## config.mk

```make
export PLATFORM = sky130hd
export DESIGN_NAME = logic_gate_pipe
export DESIGN_NICKNAME = d
export VERILOG_FILES = /design/src/rtl/logic_gate_pkg.sv /design/src/rtl/logic_gate_fifo2.sv /design/src/rtl/logic_gate_pipe.sv
export SDC_FILE = /design/constraint.sdc
export NUM_CORES = 1
export LEC_CHECK = 0
export ABC_AREA = 1
export BUFFER_PORTS_ARGS = -buffer_cell sky130_fd_sc_hd__buf_2
export CAP_MARGIN = 20
export CORE_ASPECT_RATIO = 0.75
export CORE_MARGIN = 2
export CORE_UTILIZATION = 45
export DETAILED_ROUTE_END_ITERATION = 6
export GPL_ROUTABILITY_DRIVEN = 0
export PLACE_DENSITY = 0.75
export SETUP_SLACK_MARGIN = 0.1
export SKIP_LAST_GASP = 1
export SYNTH_ARGS = -nofsm -noshare
export SYNTH_HDL_FRONTEND = slang
export SYNTH_HIERARCHICAL = 1
export SYNTH_SLANG_ARGS = --single-unit
```

## constraint.sdc

```tcl
create_clock -name clk -period 2.3 [get_ports clk]
set_clock_uncertainty 0.2 [all_clocks]
set_input_delay 0.115 -clock clk [delete_from_list [all_inputs] [get_ports clk]]
set_output_delay 0.115 -clock clk [all_outputs]
set_load 0.01 [all_outputs]
```

## src/rtl/logic_gate_pkg.sv

```systemverilog
// Shared opcodes and the bitwise fold used by logic_gate_pipe.
// gate_eval works on a fixed maximum operand layout so callers of any size can share it.
package logic_gate_pkg;
  localparam int OP_W   = 3;
  localparam int MAX_W  = 32;
  localparam int MAX_IN = 8;

  localparam logic [OP_W-1:0] OP_AND  = 3'd0;
  localparam logic [OP_W-1:0] OP_OR   = 3'd1;
  localparam logic [OP_W-1:0] OP_XOR  = 3'd2;
  localparam logic [OP_W-1:0] OP_NAND = 3'd3;
  localparam logic [OP_W-1:0] OP_NOR  = 3'd4;
  localparam logic [OP_W-1:0] OP_XNOR = 3'd5;

  function automatic logic op_legal(input logic [OP_W-1:0] op);
    return op <= OP_XNOR;
  endfunction

  // Operand i sits at data[i*MAX_W +: MAX_W]; inversion applies once, after the fold.
  function automatic logic [MAX_W-1:0] gate_eval(input logic [OP_W-1:0] op,
                                                 input logic [MAX_IN*MAX_W-1:0] data,
                                                 input int num_in,
                                                 input int width);
    logic [MAX_W-1:0] acc;
    logic [MAX_W-1:0] mask;
    acc = data[MAX_W-1:0];
    for (int i = 1; i < MAX_IN; i++) begin
      if (i < num_in) begin
        case (op)
          OP_AND, OP_NAND: acc = acc & data[i*MAX_W +: MAX_W];
          OP_OR,  OP_NOR:  acc = acc | data[i*MAX_W +: MAX_W];
          OP_XOR, OP_XNOR: acc = acc ^ data[i*MAX_W +: MAX_W];
          default: ;
        endcase
      end
    end
    if (op == OP_NAND || op == OP_NOR || op == OP_XNOR) acc = ~acc;
    if (!op_legal(op)) acc = '0;
    mask = (width >= MAX_W) ? {MAX_W{1'b1}} : ((MAX_W'(1) << width) - MAX_W'(1));
    return acc & mask;
  endfunction
endpackage

```

## src/rtl/logic_gate_fifo2.sv

```systemverilog
// Two-entry synchronous FIFO; entry 0 is always the head, unused slots are held at zero.
module logic_gate_fifo2
  import logic_gate_pkg::*;
#(
  parameter int DW = 8
) (
  input  logic          clk,
  input  logic          rst,
  input  logic          push,
  input  logic          pop,
  input  logic [DW-1:0] din,
  output logic [DW-1:0] dout,
  output logic          full,
  output logic          empty,
  output logic [1:0]    count
);
  logic [DW-1:0] mem0_q, mem0_d, mem1_q, mem1_d;
  logic [1:0]    cnt_q, cnt_d, occ;
  logic          push_ok, pop_ok;

  always_comb begin
    push_ok = push && (cnt_q != 2'd2);
    pop_ok  = pop && (cnt_q != 2'd0);
    mem0_d  = mem0_q;
    mem1_d  = mem1_q;
    if (pop_ok) begin
      mem0_d = mem1_q;
      mem1_d = '0;
    end
    // Push lands in the first free slot after any pop on the same edge.
    occ = cnt_q - {1'b0, pop_ok};
    if (push_ok) begin
      if (occ == 2'd0) mem0_d = din;
      else             mem1_d = din;
    end
    cnt_d = occ + {1'b0, push_ok};
  end

  always_ff @(posedge clk) begin
    if (rst) begin
      mem0_q <= '0;
      mem1_q <= '0;
      cnt_q  <= '0;
    end else begin
      mem0_q <= mem0_d;
      mem1_q <= mem1_d;
      cnt_q  <= cnt_d;
    end
  end

  assign dout  = mem0_q;
  assign full  = (cnt_q == 2'd2);
  assign empty = (cnt_q == 2'd0);
  assign count = cnt_q;
endmodule

```

## src/rtl/logic_gate_pipe.sv

```systemverilog
// Selectable N-operand bitwise gate with a registered 2-deep output buffer,
// a saturating accept counter and a sticky illegal-opcode flag.
module logic_gate_pipe
  import logic_gate_pkg::*;
#(
  parameter int WIDTH  = 1,
  parameter int NUM_IN = 2,
  parameter int CNT_W  = 16
) (
  input  logic                    clk,
  input  logic                    rst,
  input  logic                    in_valid,
  output logic                    in_ready,
  input  logic [NUM_IN*WIDTH-1:0] in_data,
  input  logic [OP_W-1:0]         in_op,
  output logic                    out_valid,
  input  logic                    out_ready,
  output logic [WIDTH-1:0]        out_y,
  output logic [OP_W-1:0]         out_op,
  output logic                    out_any,
  output logic [CNT_W-1:0]        txn_count,
  output logic                    err_op
);
  localparam int DW = WIDTH + OP_W;

  logic [MAX_IN*MAX_W-1:0] ops_wide;
  logic [WIDTH-1:0]        y_eval;
  logic [DW-1:0]           head;
  logic                    fifo_full, fifo_empty, accept;
  logic [1:0]              fifo_count;
  logic [CNT_W-1:0]        txn_q, txn_d;
  logic                    err_q, err_d;

  always_comb begin
    ops_wide = '0;
    for (int i = 0; i < NUM_IN; i++)
      ops_wide[i*MAX_W +: MAX_W] = MAX_W'(in_data[i*WIDTH +: WIDTH]);
    y_eval = WIDTH'(gate_eval(in_op, ops_wide, NUM_IN, WIDTH));
  end

  // Handshake status comes straight from the registered occupancy.
  assign in_ready  = (fifo_count != 2'd2);
  assign out_valid = !fifo_empty;
  assign accept    = in_valid && in_ready;

  logic_gate_fifo2 #(.DW(DW)) u_fifo (
    .clk   (clk),
    .rst   (rst),
    .push  (in_valid && !fifo_full),
    .pop   (out_ready),
    .din   ({y_eval, in_op}),
    .dout  (head),
    .full  (fifo_full),
    .empty (fifo_empty),
    .count (fifo_count)
  );

  always_comb begin
    txn_d = txn_q;
    if (accept && (txn_q != {CNT_W{1'b1}})) txn_d = txn_q + CNT_W'(1);
    err_d = err_q | (accept && !op_legal(in_op));
  end

  always_ff @(posedge clk) begin
    if (rst) begin
      txn_q <= '0;
      err_q <= 1'b0;
    end else begin
      txn_q <= txn_d;
      err_q <= err_d;
    end
  end

  assign out_y     = head[DW-1:OP_W];
  assign out_op    = head[OP_W-1:0];
  assign out_any   = |out_y;
  assign txn_count = txn_q;
  assign err_op    = err_q;
endmodule

```

==> impl_metrics.toml, run 1 <==
[synth]
syn_nets = 291
synth-edff-count = 0
synth.top_cell.area_share = 0.303
synth_area_per_cell_um2 = 6.43
yosys-top-cells-count = "81 x nand2_1, 43 x nor2_1, 39 x inv_1"
synthArstFlopShare = 0
syn_inst = 278
synth_seq_area_share = 0.303
synth_ff_type = "dfxtp_1"
synth_area_leaders = "dfxtp_1 30%, nand2_1 17%, nor2_1 9.0%, inv_1 8.2%, a21oi_2 4.9%"
synth-seq-cells = 27
yosysTopAreaCell = "dfxtp_1"
yosysUniqueCellTypes = 28
synth.most_common_cell = "nand2_1"
yosysWarningCount = 6
netlist_area_um2 = 1790

[floorplanning]
die_w_um = 76.8
die-height_um = 58.6
coreArea_um2 = 3730
initial_utilization = 0.479
num_rows = 19
die-area_um2 = 4500
ios = 33

[setup_path]
crit_buf_inv = 0
cpLargestDelayFamily = "simple AND/OR/NAND/NOR gates"
worstSetupPathType = "register to register"
crit_chain = "ha_1, nand2_1, nor2_2, nand2_2, nor2_1, nor2_2, nand3_1, nand2_1, nor2_1"
crit_fanout = 14
slowest_stage = "nor2_2"
cpPeakStageDelay_ns = 0.42
worstPathArrival_ns = 1.88
end_kind = "register"
start_kind = "register"
required_ns = 2.28

[cts]
postCtsSetupBuffers = 0
h-tree-depth = 1
clock_path_buffers = 2
cts_tree = "yes"
root_buffer = "clkbuf_8"
post_cts_resized = 0
clk_pin_slew_ns = 0.10
cts_num_sinks = 27
numCtsBuffers = 3
clk_latency_ns = 0.28

[sta]
max_freq_mhz = 527
hold_ws_ns = 0.0106
fin_ws_ns = 0.403
fin_crit_ns = 1.90
finalCritPeriodShare = 0.825
tightestPinTransition_ns = 0.536
max_slew_margin = 0.642
hold_violations = 0
slew_violations = 0
setup_viol = 0
setup_tns_ns = 0
rsz0062_at_grt = "false"

[route]
wire_per_inst_um = 10.8
drt_iter0_markers = 101
met2_length_mm = 1.59
ant_nets = 0
m1WireLength_mm = 2.07
vias = 1722
vias_per_cell = 4.74
firstDrtPassIters = 4
finalWirelength_mm = 3.93
wl_met3_um = 247
top_layer = "met4"
drc = 0

[hold_path]
holdCritPathClass = "primary input to register"

[final_layout]
nets = 325
antenna_cells = 0
regArea_um2 = 541
area_growth_pct = 13.4
final_cells = 363
multi_input_area_um2 = 1030
drive_gt1_frac = 0.232
final.fill_count = 395

[global_routing]
grt_first_pass_wirelength_mm = 6.55
track_usage = 0.183
grt_pass1_vias = 1437
gr-total-overflow = 0
antenna_found_initial = 0
grt_max_degree = 17

[pwr]
power_per_cell_area_nw_per_um2 = 806
max-vdd-ir-drop_uv = 407
p_leak_nw = 0.993

[run]
maxCapViolCount = 0

[outcome]
status = "completed"

[placement]
dpl.hpwl_mm = 2.99
pre_cts_ws_ns = 0.452
dpl.cell_count = 358
numPortBuffers = 32
## state kept, by name, summed over array words and instances (netlist names)
register,cells
u_fifo/dout,4
u_fifo/mem1_q,4
txn_count,16
u_fifo/count,2
err_op,1
## cell usage in the layout (no fill, tap or decap), drive strengths merged, types with 7 or more instances in the layout
cell	instances
nor2	50
nand4	8
inv	43
buf	33
dfxtp	27
nand2	92
o21ai	7
nand3	19
a21oi	13
## layer usage
metal,GRT usage,vias up
met5,0,-
li1,-,923
met4,0.0390,0
met2,0.276,42
met3,0.0414,2
met1,0.268,755
## logic make-up (layout without fill, tap and decap cells)
group | after synthesis | in the layout | synth area share
compound gates | 22 | 22 | 0.0854
xor+xnor | 6 | 6 | 0.0294
fa+ha+maj | 4 | 4 | 0.0280
buf+inv | 49 | 82 | 0.122
flops | 27 | 27 | 0.303
simple gates | 170 | 170 | 0.433
## where the power goes
group | internal (mW) | leakage [nW] | switching, mW
sequential | 0.549 | 0.220 | 0.0585
combinational | 0.263 | 0.752 | 0.477
clock | 0.123 | 0.0217 | 0.161
total | 0.935 | 0.993 | 0.697
## final cells by class
type,instances,share of cell area
tap,52,0.0321
clock buffer,3,0.0204
clock inverter,1,0.00371
inverter,44,0.0815
multi-input combinational,202,0.508
sequential,27,0.267
timing repair buffer,34,0.0877
## worst paths after layout
check / startpoint / endpoint / slack (ns) / cells past startpoint
worst min register to register: err_op$_SDFF_PP0_ / err_op$_SDFF_PP0_ / 0.29 / 1
worst max-delay path: txn_count[0]$_SDFFE_PP0P_ / txn_count[15]$_SDFFE_PP0P_ / 0.40 / 9
worst min-delay path: in_op[1] / u_fifo/dout[1]$_SDFF_PP0_ / 0.01 / 3
worst max register to register: txn_count[0]$_SDFFE_PP0P_ / txn_count[15]$_SDFFE_PP0P_ / 0.40 / 9
## timing repair
item,4_1_cts,5_1_grt
hold buffers,1,0
hold endpoints to repair,1,0
endpoints found under the setup margin,0,0
## worst register-to-register path, cell delays in order (launching register included)
cell     delay [ns]
dfxtp_1        0.36
ha_1           0.24
nand2_1        0.09
nor2_2         0.04
nand2_2        0.09
nor2_1         0.07
nor2_2         0.42
nand3_1        0.14
nand2_1        0.11
nor2_1         0.04
## per-stage QoR
stage,utilization,total power [mW],cell area (um2)
global route,0.543,1.78,2030
CTS,0.543,1.65,2030
global placement,0.527,1.34,1970
finish,0.543,1.63,2030
detailed placement,0.527,1.35,1970
floorplan,-,1.21,1790
No activity file was read; power rests on OpenSTA's default activity.
==> run 2, diff against run 1 <==
--- a/config.mk
+++ b/config.mk
@@ -5,7 +5,7 @@
 export SDC_FILE = /design/constraint.sdc
 export NUM_CORES = 1
 export LEC_CHECK = 0
-export ABC_AREA = 1
+export ABC_AREA = 0
 export BUFFER_PORTS_ARGS = -buffer_cell sky130_fd_sc_hd__buf_2
 export CAP_MARGIN = 20
 export CORE_ASPECT_RATIO = 0.75
@@ -13,7 +13,7 @@
 export CORE_UTILIZATION = 45
 export DETAILED_ROUTE_END_ITERATION = 6
 export GPL_ROUTABILITY_DRIVEN = 0
-export PLACE_DENSITY = 0.75
+export PLACE_DENSITY = 0.76
 export SETUP_SLACK_MARGIN = 0.1
 export SKIP_LAST_GASP = 1
 export SYNTH_ARGS = -nofsm -noshare
==> constraint.sdc (replaced) <==
create_clock -name clk -period 1.86 [get_ports clk]
set_clock_uncertainty 0.2 [all_clocks]
set_input_delay 0.093 -clock clk [delete_from_list [all_inputs] [get_ports clk]]
set_output_delay 0.093 -clock clk [all_outputs]
set_load 0.01 [all_outputs]
==> impl_metrics.toml, run 2 <==
[pwr]
internal_power_mw = 1.25
max-vdd-ir-drop_uv = 456
pwr-share-clk = 0.186
power_frac_seq = 0.384
combPwrFrac = 0.430
power_per_cell_area_nw_per_um2 = 886
switching_share = 0.363
p_leak_nw = 0.916
total_power_mw = 1.97
p_sw_uw = 716

[final_layout]
layout_commonest_cell = "buf_2"
multi_input_area_um2 = 1070
final_cell_mix = "32 x buf_2, 28 x buf_4, 16 x dfxtp_1"
final_area_um2 = 2220
drive_gt1_frac = 0.469
area_growth_pct = 40.4
antenna_cells = 0
final.fill_count = 238
regArea_um2 = 564
nets = 255
largest_reg_flops = 16

[floorplanning]
coreArea_um2 = 3330
num_rows = 18
die-area_um2 = 4020
initial_utilization = 0.475
die_w_um = 72.5
die-height_um = 55.4
ios = 33

[route]
drc = 0
finalWirelength_mm = 4.36
ant_nets = 0
vias_per_cell = 5.86
firstDrtPassIters = 4
drt_iter0_markers = 94
wire_per_inst_um = 15.5
vias = 1647

[setup_path]
cpLargestDelayFamily = "multiplexers"
worstPathArrival_ns = 1.80
r2r-end = "u_fifo/count[1]$_SDFF_PP0_"
crit_buf_inv = 0
rrSetupSlack_ns = 0.03
crit_chain = "o21a_4, ha_4, nor2b_4, mux2i_2, mux2_1"
r2r_start = "u_fifo/count[0]$_SDFF_PP0_"
crit_fanout = 5
rr_worst_depth = 5
slowest_stage = "dfxtp_4"
required_ns = 1.83
end_kind = "register"
cpPeakStageDelay_ns = 0.37
worstSetupPathType = "register to register"
start_kind = "register"

[synth]
yosys-top-cells-count = "27 x dfxtp_1, 14 x a21oi_1, 12 x inv_1, 12 x nor2_1"
synthArstFlopShare = 0
syn_nets = 194
synth.most_common_cell = "dfxtp_1"
synth-edff-count = 0
synth.top_cell.area_share = 0.341
synth_area_leaders = "dfxtp_1 34%, a21oi_1 4.4%, mux2i_1 4.4%, nand4_1 3.6%, ha_1 3.2%"
synth_ff_type = "dfxtp_1"
yosysTopAreaCell = "dfxtp_1"
synth-seq-cells = 27
netlist_area_um2 = 1580
yosysUniqueCellTypes = 46
syn_inst = 181
yosysWarningCount = 6
synth_seq_area_share = 0.341
synth_area_per_cell_um2 = 8.75

[sta]
rsz0062_at_grt = "true"
finalCritPeriodShare = 0.983
fin_crit_ns = 1.83
fin_ws_ns = 0.0319
setup_tns_ns = 0
setup_viol = 0
hold_violations = 0
max_freq_mhz = 547
slew_violations = 0
tightestPinTransition_ns = 0.375
max_slew_margin = 0.748

[global_routing]
gr-total-overflow = 0
track_usage = 0.205
grt_pass1_vias = 1392
grt_first_pass_wirelength_mm = 6.58
antenna_found_initial = 0
grt_max_degree = 18

[placement]
pre_cts_ws_ns = 0.0370
dpl_cell_area_um2 = 1870
dpl.hpwl_mm = 2.61
numPortBuffers = 32

[cts]
clk_latency_ns = 0.28
numCtsBuffers = 3
h-tree-depth = 1
root_buffer = "clkbuf_8"
clk_pin_slew_ns = 0.11
cts_num_sinks = 27
clock_path_buffers = 2
cts_tree = "yes"

[run]
maxCapViolCount = 0

[hold_path]
holdPathStages = 3
min_from = "in_valid"
hold_path_end = "txn_count[2]$_SDFFE_PP0P_"
holdCritPathClass = "primary input to register"

[outcome]
status = "completed"
[run 2: cell count changes after synthesis, sizes merged, moves of 5 or more]
cell	before	now
clkbuf	0	6
nand2b	0	5
nor2	50	12
nor2b	0	5
nand2	92	9
nor4	0	5
nand3	19	6
mux2i	0	7
inv	43	12
[run 2: layer usage]
metal  vias up  track usage  wire, um
met2        60        0.286      2000
met3         2       0.0547       253
met4         0       0.0582        14
li1        801            -         -
met5         -            0         0
met1       784        0.307      2090
[run 2: how the worst max path moves through the flow]
stage / start / end / slack, ns / depth (start not counted)
2_1_floorplan: u_fifo/count[0]$_SDFF_PP0_ / u_fifo/count[1]$_SDFF_PP0_ / 0.01 / 6
3_3_place_gp: u_fifo/count[1]$_SDFF_PP0_ / u_fifo/count[1]$_SDFF_PP0_ / 0.08 / 5
3_5_place_dp: u_fifo/count[1]$_SDFF_PP0_ / u_fifo/count[1]$_SDFF_PP0_ / 0.04 / 5
4_1_cts: u_fifo/count[0]$_SDFF_PP0_ / u_fifo/count[1]$_SDFF_PP0_ / 0.07 / 5
5_1_grt: u_fifo/count[0]$_SDFF_PP0_ / u_fifo/count[1]$_SDFF_PP0_ / 0.002 / 5
6_report: u_fifo/count[0]$_SDFF_PP0_ / u_fifo/count[1]$_SDFF_PP0_ / 0.03 / 5
[run 2: timing repair]
action	in CTS	in global routing
endpoints found under the hold margin	13	0
hold buffers	5	0
pin swaps	0	16
resized for setup	8	36
setup buffers	4	7
endpoints found under the setup margin	14	21
[run 2: worst min-delay path: stages]
cell and delay [ns]:
buf_2 0.17, a31oi_1 0.18, nor3_1 0.05
[run 2: kinds of logic after synthesis]
family	after synthesis	share of synthesized area
compound gates	47	0.203
fa+ha+maj	4	0.0316
flops	27	0.341
simple gates	70	0.276
buf+inv	23	0.0821
mux	10	0.0656
[run 2: power by group through the flow]
stage | logic (mW) | clock network [mW] | registers (mW)
after CTS | 0.768 | 0.371 | 0.753
after detailed placement | 0.682 | 0 | 0.757
after floorplan | 0.550 | 0 | 0.769
after global placement | 0.675 | 0 | 0.746
after global routing | 0.938 | 0.392 | 0.769
final | 0.848 | 0.366 | 0.756
[run 2: metrics by stage]
stage / utilization / std cells / hold slack, ns
after floorplan: - / 181 / 0.0642
after global placement: 0.562 / 261 / 0.217
after detailed placement: 0.562 / 261 / 0.220
after CTS: 0.612 / 274 / 0.00624
after global routing: 0.667 / 281 / 0.0630
final: 0.667 / 281 / 0.0405
[run 2: layout make-up]
type,count,share of cell area
Inverter,12,0.0203
Timing Repair Buffer,67,0.199
Multi-Input combinational cell,131,0.482
Sequential cell,27,0.254
Tap cell,40,0.0225
Clock inverter,1,0.00394
Clock buffer,3,0.0186
